<file path="config.mk">
export PLATFORM = sky130hd
export DESIGN_NAME = ingame_round_fsm_flat
export DESIGN_NICKNAME = d
export VERILOG_FILES = /design/src/rtl/tile_game_pkg.sv /design/src/rtl/ingame_round_fsm_if.sv /design/src/rtl/round_timer.sv /design/src/rtl/ingame_round_fsm.sv /design/src/flat_wrapper.sv
export SDC_FILE = /design/constraint.sdc
export NUM_CORES = 1
export LEC_CHECK = 0
export CAP_MARGIN = 20
export CELL_PAD_IN_SITES_DETAIL_PLACEMENT = 1
export CELL_PAD_IN_SITES_GLOBAL_PLACEMENT = 1
export CORE_ASPECT_RATIO = 1.5
export CORE_MARGIN = 4
export CORE_UTILIZATION = 45
export CTS_CLUSTER_DIAMETER = 40
export DETAILED_ROUTE_END_ITERATION = 10
export MAX_ROUTING_LAYER = met4
export PLACE_DENSITY = 0.95
export SLEW_MARGIN = 20
export SYNTH_ARGS = -nofsm -noshare
export SYNTH_HDL_FRONTEND = slang
export SYNTH_SLANG_ARGS = --single-unit
</file>
<file path="constraint.sdc">
create_clock -name CLOCK_50 -period 3 [get_ports CLOCK_50]
set_input_delay 0.6 -clock CLOCK_50 [delete_from_list [all_inputs] [get_ports CLOCK_50]]
set_output_delay 0.6 -clock CLOCK_50 [all_outputs]
set_load 0.1 [all_outputs]
</file>
<file path="src/rtl/tile_game_pkg.sv">
// Shared definitions for the tile-matching game: round FSM state encoding,
// board/timing defaults and a counter-width helper.
package tile_game_pkg;

  localparam int N_TILES_DEF       = 16;
  localparam int IDX_W_DEF         = 4;
  localparam int VAL_W_DEF         = 3;
  localparam int HOLD_CYCLES_DEF   = 25_000_000;
  localparam int TICKS_PER_SEC_DEF = 50_000_000;
  localparam int TIME_LIMIT_S_DEF  = 60;

  localparam int MOVE_W = 8;
  localparam int TIME_W = 7;

  typedef enum logic [2:0] {
    ST_IDLE,
    ST_WAIT_FIRST,
    ST_READ_FIRST,
    ST_WAIT_SECOND,
    ST_READ_SECOND,
    ST_COMPARE,
    ST_HOLD,
    ST_DONE
  } round_state_e;

  // Bits needed to hold 0..max_val, never less than one.
  function automatic int cnt_width(input int max_val);
    return (max_val < 2) ? 1 : $clog2(max_val + 1);
  endfunction

endpackage

</file>
<file path="src/rtl/ingame_round_fsm_if.sv">
// Signal bundle between the round FSM (slave) and the mode FSM / board ROM /
// display side (master).
interface ingame_round_fsm_if
  import tile_game_pkg::*;
#(
  parameter int N_TILES = N_TILES_DEF,
  parameter int IDX_W   = IDX_W_DEF,
  parameter int VAL_W   = VAL_W_DEF
) ();

  logic                 ingameOn;
  logic                 sel_valid;
  logic [IDX_W-1:0]     sel_idx;
  logic [IDX_W-1:0]     tile_rd_idx;
  logic [VAL_W-1:0]     tile_rd_val;
  logic                 sel_reject;
  logic [N_TILES-1:0]   revealed_mask;
  logic [N_TILES-1:0]   matched_mask;
  logic [IDX_W-1:0]     match_count;
  logic [MOVE_W-1:0]    move_count;
  logic [TIME_W-1:0]    time_left;
  logic                 gameOver;

  modport master (
    output ingameOn, sel_valid, sel_idx, tile_rd_val,
    input  tile_rd_idx, sel_reject, revealed_mask, matched_mask,
           match_count, move_count, time_left, gameOver
  );

  modport slave (
    input  ingameOn, sel_valid, sel_idx, tile_rd_val,
    output tile_rd_idx, sel_reject, revealed_mask, matched_mask,
           match_count, move_count, time_left, gameOver
  );

endinterface

</file>
<file path="src/rtl/round_timer.sv">
// Round countdown: a clock prescaler feeding a seconds down-counter.
// Only instantiated when ROUND_TIMER_EN is defined.
module round_timer
  import tile_game_pkg::*;
#(
  parameter int TICKS_PER_SEC = TICKS_PER_SEC_DEF,
  parameter int TIME_LIMIT_S  = TIME_LIMIT_S_DEF
) (
  input  logic              clk,
  input  logic              rst_n,
  input  logic              load_i,
  input  logic              en_i,
  output logic [TIME_W-1:0] time_o,
  output logic              expire_o
);

  localparam int PRE_W = cnt_width(TICKS_PER_SEC - 1);

  logic [PRE_W-1:0]  pre_q;
  logic [TIME_W-1:0] sec_q;
  logic              tick;

  assign tick = en_i && (pre_q == PRE_W'(TICKS_PER_SEC - 1));

  always_ff @(posedge clk or negedge rst_n) begin
    if (!rst_n) begin
      pre_q <= '0;
      sec_q <= '0;
    end else if (load_i) begin
      pre_q <= '0;
      sec_q <= TIME_W'(TIME_LIMIT_S);
    end else if (en_i) begin
      if (tick) begin
        pre_q <= '0;
        if (sec_q != '0) sec_q <= sec_q - 1'b1;
      end else begin
        pre_q <= pre_q + 1'b1;
      end
    end
  end

  // Fires on the edge that takes the count to zero, so the round ends together with it.
  assign expire_o = en_i && ((sec_q == '0) || (tick && sec_q == TIME_W'(1)));
  assign time_o   = sec_q;

endmodule

</file>
<file path="src/rtl/ingame_round_fsm.sv">
// In-game round controller: takes tile selections, compares pairs, tracks
// revealed/matched tiles and raises gameOver. Optional timer: ROUND_TIMER_EN.
module ingame_round_fsm
  import tile_game_pkg::*;
#(
  parameter int N_TILES       = N_TILES_DEF,
  parameter int IDX_W         = IDX_W_DEF,
  parameter int VAL_W         = VAL_W_DEF,
  parameter int HOLD_CYCLES   = HOLD_CYCLES_DEF,
  parameter int TICKS_PER_SEC = TICKS_PER_SEC_DEF,
  parameter int TIME_LIMIT_S  = TIME_LIMIT_S_DEF
) (
  input logic               CLOCK_50,
  input logic               resetn,
  ingame_round_fsm_if.slave bus
);

  localparam int PAIRS  = N_TILES / 2;
  localparam int HOLD_W = cnt_width(HOLD_CYCLES - 1);

  if ((N_TILES % 2) != 0 || HOLD_CYCLES < 1 || TICKS_PER_SEC < 1 ||
      TIME_LIMIT_S > 127 || (1 << IDX_W) < N_TILES) begin : g_bad_cfg
    $error("ingame_round_fsm: illegal parameter combination");
  end

  round_state_e state_q, state_d;

  logic [IDX_W-1:0]   idx_a_q, idx_b_q, rd_idx_q;
  logic [VAL_W-1:0]   val_a_q, val_b_q;
  logic [N_TILES-1:0] revealed_q, matched_q;
  logic [IDX_W-1:0]   match_cnt_q;
  logic [MOVE_W-1:0]  move_cnt_q;
  logic [HOLD_W-1:0]  hold_cnt_q;
  logic               reject_q;

  logic sel_free, accept_first, accept_second, vals_equal, last_pair, hold_done;
  logic timer_expire, clear_all;
  logic take_first, take_second, latch_a, latch_b, do_compare;
  logic hold_step, hold_clear, reject, game_over;

  assign sel_free      = (32'(bus.sel_idx) < 32'(N_TILES)) && !matched_q[bus.sel_idx];
  assign accept_first  = bus.sel_valid && sel_free;
  assign accept_second = bus.sel_valid && sel_free && (bus.sel_idx != idx_a_q);
  assign vals_equal    = (val_a_q == val_b_q);
  assign last_pair     = (32'(match_cnt_q) + 32'd1) == 32'(PAIRS);
  assign hold_done     = (hold_cnt_q == HOLD_W'(HOLD_CYCLES - 1));
  // Leaving the round (or sitting idle) wipes the board state on the same edge.
  assign clear_all     = !bus.ingameOn || (state_q == ST_IDLE);

`ifdef ROUND_TIMER_EN
  logic timer_en;
  assign timer_en = state_q inside {ST_WAIT_FIRST, ST_READ_FIRST, ST_WAIT_SECOND,
                                    ST_READ_SECOND, ST_COMPARE, ST_HOLD};

  round_timer #(
    .TICKS_PER_SEC (TICKS_PER_SEC),
    .TIME_LIMIT_S  (TIME_LIMIT_S)
  ) u_round_timer (
    .clk      (CLOCK_50),
    .rst_n    (resetn),
    .load_i   (clear_all),
    .en_i     (timer_en),
    .time_o   (bus.time_left),
    .expire_o (timer_expire)
  );
`else
  assign bus.time_left = '0;
  assign timer_expire  = 1'b0;
`endif

  // NOTE: clocked blocks use non-blocking (<=) so every register sees pre-edge values.
  always_ff @(posedge CLOCK_50 or negedge resetn) begin
    if (!resetn) state_q <= ST_IDLE;
    else         state_q <= state_d;
  end

  always_comb begin
    // NOTE: default first so every path assigns state_d and no latch is inferred.
    state_d = state_q;
    case (state_q)
      ST_IDLE:        if (bus.ingameOn) state_d = ST_WAIT_FIRST;
      ST_WAIT_FIRST:  if (accept_first) state_d = ST_READ_FIRST;
      ST_READ_FIRST:  state_d = ST_WAIT_SECOND;
      ST_WAIT_SECOND: if (accept_second) state_d = ST_READ_SECOND;
      ST_READ_SECOND: state_d = ST_COMPARE;
      ST_COMPARE: begin
        if (!vals_equal)    state_d = ST_HOLD;
        else if (last_pair) state_d = ST_DONE;
        else                state_d = ST_WAIT_FIRST;
      end
      ST_HOLD:        if (hold_done) state_d = ST_WAIT_FIRST;
      ST_DONE:        state_d = ST_DONE;
      default:        state_d = ST_IDLE;
    endcase
    if (timer_expire)   state_d = ST_DONE;
    if (!bus.ingameOn)  state_d = ST_IDLE;
  end

  always_comb begin
    take_first  = 1'b0;
    take_second = 1'b0;
    latch_a     = 1'b0;
    latch_b     = 1'b0;
    do_compare  = 1'b0;
    hold_step   = 1'b0;
    hold_clear  = 1'b0;
    reject      = 1'b0;
    game_over   = 1'b0;
    case (state_q)
      ST_WAIT_FIRST: begin
        take_first = accept_first;
        reject     = bus.sel_valid && !accept_first;
      end
      ST_READ_FIRST: begin
        latch_a = 1'b1;
        reject  = bus.sel_valid;
      end
      ST_WAIT_SECOND: begin
        take_second = accept_second;
        reject      = bus.sel_valid && !accept_second;
      end
      ST_READ_SECOND: begin
        latch_b = 1'b1;
        reject  = bus.sel_valid;
      end
      ST_COMPARE: begin
        do_compare = 1'b1;
        reject     = bus.sel_valid;
      end
      ST_HOLD: begin
        hold_step  = !hold_done;
        hold_clear = hold_done;
        reject     = bus.sel_valid;
      end
      ST_DONE: begin
        game_over = 1'b1;
        reject    = bus.sel_valid;
      end
      default: ;
    endcase
  end

  always_ff @(posedge CLOCK_50 or negedge resetn) begin
    if (!resetn) begin
      idx_a_q     <= '0;
      idx_b_q     <= '0;
      rd_idx_q    <= '0;
      val_a_q     <= '0;
      val_b_q     <= '0;
      revealed_q  <= '0;
      matched_q   <= '0;
      match_cnt_q <= '0;
      move_cnt_q  <= '0;
      hold_cnt_q  <= '0;
      reject_q    <= 1'b0;
    end else if (clear_all) begin
      idx_a_q     <= '0;
      idx_b_q     <= '0;
      rd_idx_q    <= '0;
      val_a_q     <= '0;
      val_b_q     <= '0;
      revealed_q  <= '0;
      matched_q   <= '0;
      match_cnt_q <= '0;
      move_cnt_q  <= '0;
      hold_cnt_q  <= '0;
      reject_q    <= 1'b0;
    end else begin
      reject_q   <= reject;
      hold_cnt_q <= hold_step ? hold_cnt_q + 1'b1 : '0;
      if (take_first) begin
        idx_a_q              <= bus.sel_idx;
        rd_idx_q             <= bus.sel_idx;
        revealed_q[bus.sel_idx] <= 1'b1;
      end
      if (take_second) begin
        idx_b_q              <= bus.sel_idx;
        rd_idx_q             <= bus.sel_idx;
        revealed_q[bus.sel_idx] <= 1'b1;
      end
      if (latch_a) val_a_q <= bus.tile_rd_val;
      if (latch_b) val_b_q <= bus.tile_rd_val;
      if (do_compare) begin
        if (move_cnt_q != '1) move_cnt_q <= move_cnt_q + 1'b1;
        if (vals_equal) begin
          matched_q[idx_a_q]  <= 1'b1;
          matched_q[idx_b_q]  <= 1'b1;
          revealed_q[idx_a_q] <= 1'b0;
          revealed_q[idx_b_q] <= 1'b0;
          match_cnt_q         <= match_cnt_q + 1'b1;
        end
      end
      if (hold_clear) begin
        revealed_q[idx_a_q] <= 1'b0;
        revealed_q[idx_b_q] <= 1'b0;
      end
    end
  end

  assign bus.tile_rd_idx   = rd_idx_q;
  assign bus.sel_reject    = reject_q;
  assign bus.revealed_mask = revealed_q;
  assign bus.matched_mask  = matched_q;
  assign bus.match_count   = match_cnt_q;
  assign bus.move_count    = move_cnt_q;
  assign bus.gameOver      = game_over;

endmodule

</file>
<file path="src/flat_wrapper.sv">
// flat-port wrapper written by rule: the top's interface ports become plain ports
module ingame_round_fsm_flat import tile_game_pkg::*;
#(
  parameter int N_TILES       = N_TILES_DEF,
  parameter int IDX_W         = IDX_W_DEF,
  parameter int VAL_W         = VAL_W_DEF,
  parameter int HOLD_CYCLES   = HOLD_CYCLES_DEF,
  parameter int TICKS_PER_SEC = TICKS_PER_SEC_DEF,
  parameter int TIME_LIMIT_S  = TIME_LIMIT_S_DEF
)
  (CLOCK_50, resetn, bus_ingameOn, bus_sel_valid, bus_sel_idx, bus_tile_rd_val, bus_tile_rd_idx, bus_sel_reject, bus_revealed_mask, bus_matched_mask, bus_match_count, bus_move_count, bus_time_left, bus_gameOver);
  ingame_round_fsm_if #(.N_TILES(N_TILES), .IDX_W(IDX_W), .VAL_W(VAL_W)) bus_i ();
  input logic CLOCK_50;
  input logic resetn;
  input wire logic [$bits(bus_i.ingameOn)-1:0] bus_ingameOn;
  input wire logic [$bits(bus_i.sel_valid)-1:0] bus_sel_valid;
  input wire logic [$bits(bus_i.sel_idx)-1:0] bus_sel_idx;
  input wire logic [$bits(bus_i.tile_rd_val)-1:0] bus_tile_rd_val;
  output wire logic [$bits(bus_i.tile_rd_idx)-1:0] bus_tile_rd_idx;
  output wire logic [$bits(bus_i.sel_reject)-1:0] bus_sel_reject;
  output wire logic [$bits(bus_i.revealed_mask)-1:0] bus_revealed_mask;
  output wire logic [$bits(bus_i.matched_mask)-1:0] bus_matched_mask;
  output wire logic [$bits(bus_i.match_count)-1:0] bus_match_count;
  output wire logic [$bits(bus_i.move_count)-1:0] bus_move_count;
  output wire logic [$bits(bus_i.time_left)-1:0] bus_time_left;
  output wire logic [$bits(bus_i.gameOver)-1:0] bus_gameOver;
  assign bus_i.ingameOn = bus_ingameOn;
  assign bus_i.sel_valid = bus_sel_valid;
  assign bus_i.sel_idx = bus_sel_idx;
  assign bus_i.tile_rd_val = bus_tile_rd_val;
  assign bus_tile_rd_idx = bus_i.tile_rd_idx;
  assign bus_sel_reject = bus_i.sel_reject;
  assign bus_revealed_mask = bus_i.revealed_mask;
  assign bus_matched_mask = bus_i.matched_mask;
  assign bus_match_count = bus_i.match_count;
  assign bus_move_count = bus_i.move_count;
  assign bus_time_left = bus_i.time_left;
  assign bus_gameOver = bus_i.gameOver;
  ingame_round_fsm #(.N_TILES(N_TILES), .IDX_W(IDX_W), .VAL_W(VAL_W), .HOLD_CYCLES(HOLD_CYCLES), .TICKS_PER_SEC(TICKS_PER_SEC), .TIME_LIMIT_S(TIME_LIMIT_S)) u_core (.CLOCK_50(CLOCK_50), .resetn(resetn), .bus(bus_i));
endmodule
</file>
==> flow_summary.json <==
{
  "period_needed_ns": 2.69,
  "grt_pass1_wl_um": 24100,
  "final_cell_area_sq_mm": 0.00574,
  "ctsHoldBuffers": 0,
  "diodes": 0,
  "synthXorXnorAreaFrac_pct": 6.92,
  "gp_congestion": 0.983,
  "h-tree-depth": 3,
  "yosysWarnings": 0,
  "synth-compound-area-share_pct": 16.0,
  "fmax_ghz": 0.372,
  "crit_type": "input port to flop",
  "syn_inst": 514,
  "ir_drop_v": 0.000336,
  "hp-class": "input port to asynchronous set/reset pin",
  "syn-mean-instance-area_sq_um": 9.36,
  "arrival_ns": 2.96,
  "cts.clk_slew.worst_paths_ns": 0.06,
  "power_density_mw_per_mm2": 494,
  "antenna_found_initial": 0,
  "drtPass1Iterations": 4,
  "dieArea_sq_mm": 0.0124,
  "synthDistinctLibCells": 54,
  "drv_cap": 0,
  "p_seq_share_pct": 45.4,
  "internal_power_mw": 2.03,
  "synthFlopType": "dfrtp_1",
  "slew_viol_final": 0,
  "wirelength_um": 14600,
  "finalHoldViolCount": 0,
  "drc": 0,
  "dr.first_iter.drc_count": 190,
  "root_buffer": "clkbuf_16",
  "area_growth_pct": 19.2,
  "clk_latency_ns": 0.35,
  "synth_edf_count": 0,
  "clock-sinks": 91,
  "switching_share_pct": 28.2,
  "seqCellArea_sq_mm": 0.00228,
  "rsz0062_at_grt": "false",
  "mostFrequentLayoutCells": "91 x dfrtp_1, 72 x nor2_1, 59 x buf_4",
  "cts.path.max_buffers": 2,
  "cts_setup_buffers": 0,
  "p_switching_mw": 0.800,
  "syn_area_sq_mm": 0.00481,
  "synthMuxAreaShare_pct": 3.72,
  "dpl_cell_area_sq_mm": 0.00544,
  "fin_crit_sh_pct": 89.7,
  "grt_max_degree": 92,
  "fin_worst_skew_ns": 0.00726,
  "yosysSeqAreaShare_pct": 47.3,
  "worstPathRequired_ns": 3.27,
  "vias": 4290,
  "synth_top_family_by_area": "simple AND/OR/NAND/NOR gates",
  "tightestPinTransition_ns": 0.782,
  "die_h_um": 135,
  "wl_per_cell_um": 20.4,
  "die_x_um": 92.4,
  "coreArea_sq_mm": 0.0105,
  "final_common_cell": "dfrtp_1",
  "cp-start-kind": "input port",
  "tritoncts": "built",
  "pwr-share-clk_pct": 40.7,
  "power_frac_comb_pct": 13.9,
  "cp_max_fo": 11,
  "via_per_inst": 5.98,
  "post_cts_resized": 0,
  "status": "finished, final reports clean",
  "rows": 46,
  "multi_input_area_sq_mm": 0.00234,
  "leakage_nw": 2.43,
  "track_usage_pct": 25.2,
  "placedCellCount": 702,
  "io_pins": 68,
  "final_cells": 717,
  "setup_violations": 0,
  "start_util_pct": 45.7,
  "synth_seq_cells": 91,
  "setup.worst_path.end_class": "flop",
  "ant_nets": 0,
  "nFillCells": 1195,
  "synth-simple-area-share_pct": 20.3,
  "grt-ovfl-total": 0,
  "synthAdderAreaFrac_pct": 0.780,
  "fin_nets": 583,
  "port_buffers": 60,
  "drive_gt1_share_pct": 15.4,
  "first_global_vias": 4664,
  "slew-limit-headroom_pct": 47.9,
  "synthArstFlopShare_pct": 100,
  "cts_buffers": 9,
  "dp_hpwl_um": 10300
}
[registers in the layout (all words and copies together) (netlist names)]
signal and cells:
u_core.bus.match_count 4, u_core.bus.matched_mask 16, u_core.bus.move_count 8, u_core.bus.revealed_mask 16, u_core.bus.sel_reject 1, u_core.bus.tile_rd_idx 4, u_core.hold_cnt_q 25, u_core.idx_a_q 4
u_core.idx_b_q 4, u_core.state_q 3, u_core.val_a_q 3, u_core.val_b_q 3
[per-stage QoR]
step | util (%) | TNS [ns] | worst slack, ns | hold WS [ns] | power, mW
6_report | 54.5 | 0 | 0.310 | 0.288 | 2.83
4_1_cts | 54.5 | 0 | 0.352 | 0.314 | 2.85
3_5_place_dp | 51.7 | -0.0331 | -0.0288 | 0.450 | 1.70
3_3_place_gp | 51.7 | 0 | 0.102 | 0.435 | 1.68
5_1_grt | 54.5 | 0 | 0.219 | 0.340 | 2.92
2_1_floorplan | - | 0 | 0.678 | 0.304 | 1.57
[cell type report]
cell class	instances	area share, %
Timing Repair Buffer	71	10.3
Clock buffer	13	4.54
Multi-Input combinational cell	383	40.8
Inverter	13	0.851
Clock inverter	2	0.611
Sequential cell	91	39.7
Tap cell	144	3.14
[Yosys cell counts (12+ instances only)]
library cell | number | area [sq um]
inv_1 | 13 | 48.8
o21ai_0 | 24 | 120
nand2_1 | 33 | 124
clkbuf_1 | 12 | 45.0
nor2_1 | 72 | 270
xnor2_1 | 24 | 210
o22ai_1 | 16 | 100
a21oi_1 | 27 | 135
nand3_1 | 23 | 115
nand4_1 | 14 | 87.6
dfrtp_1 | 91 | 2280
a211oi_1 | 13 | 97.6
mux2i_1 | 13 | 130
xor2_1 | 14 | 123
[worst paths after layout]
check / from / end / slack (ns) / depth (start not counted)
max in group asynchronous: resetn / u_core.hold_cnt_q[12]$_DFF_PN0_ / 2.33 / 2
hold reg to reg: u_core.hold_cnt_q[0]$_DFF_PN0_ / u_core.hold_cnt_q[0]$_DFF_PN0_ / 0.48 / 1
setup reg to reg: u_core.state_q[0]$_DFFE_PN0P_ / u_core.bus.revealed_mask[2]$_DFF_PN0_ / 0.50 / 5
hold / removal: resetn / u_core.bus.matched_mask[4]$_DFFE_PN0P_ / 0.29 / 2
setup / recovery: bus_sel_idx[2] / u_core.bus.tile_rd_idx[0]$_DFFE_PN0P_ / 0.31 / 7
min in group CLOCK_50: u_core.hold_cnt_q[0]$_DFF_PN0_ / u_core.hold_cnt_q[0]$_DFF_PN0_ / 0.48 / 1
[kinds of logic after synthesis]
kind of cell,count (synthesis)
compound gates,120
xor+xnor,38
fa+ha+maj,3
buf+inv,46
flops,91
mux,17
other cells,1
simple gates,198
[per-layer routing]
layer / vias up / part of all wire [%] / GRT usage, %
li1: 1929 / - / -
met1: 2170 / 36 / 26.2
met2: 142 / 55 / 44.6
met3: 49 / 4.2 / 4.18
met4: 0 / 4.4 / 14.2
met5: - / 0 / -
[critical path, cell delays in order]
cell and delay [ns]:
clkdlybuf4s50_1 0.64, buf_4 0.24, and3b_1 0.21, a222oi_1 0.41
o211a_1 0.29, and3_1 0.33, mux2i_1 0.23
[power groups by stage]
stage	registers, mW	logic [mW]	clock network (mW)
2_1_floorplan	1.33	0.238	0
3_3_place_gp	1.30	0.375	0
3_5_place_dp	1.31	0.391	0
4_1_cts	1.28	0.393	1.17
5_1_grt	1.29	0.425	1.21
6_report	1.29	0.394	1.15
Power figures use the tool's default switching activity.
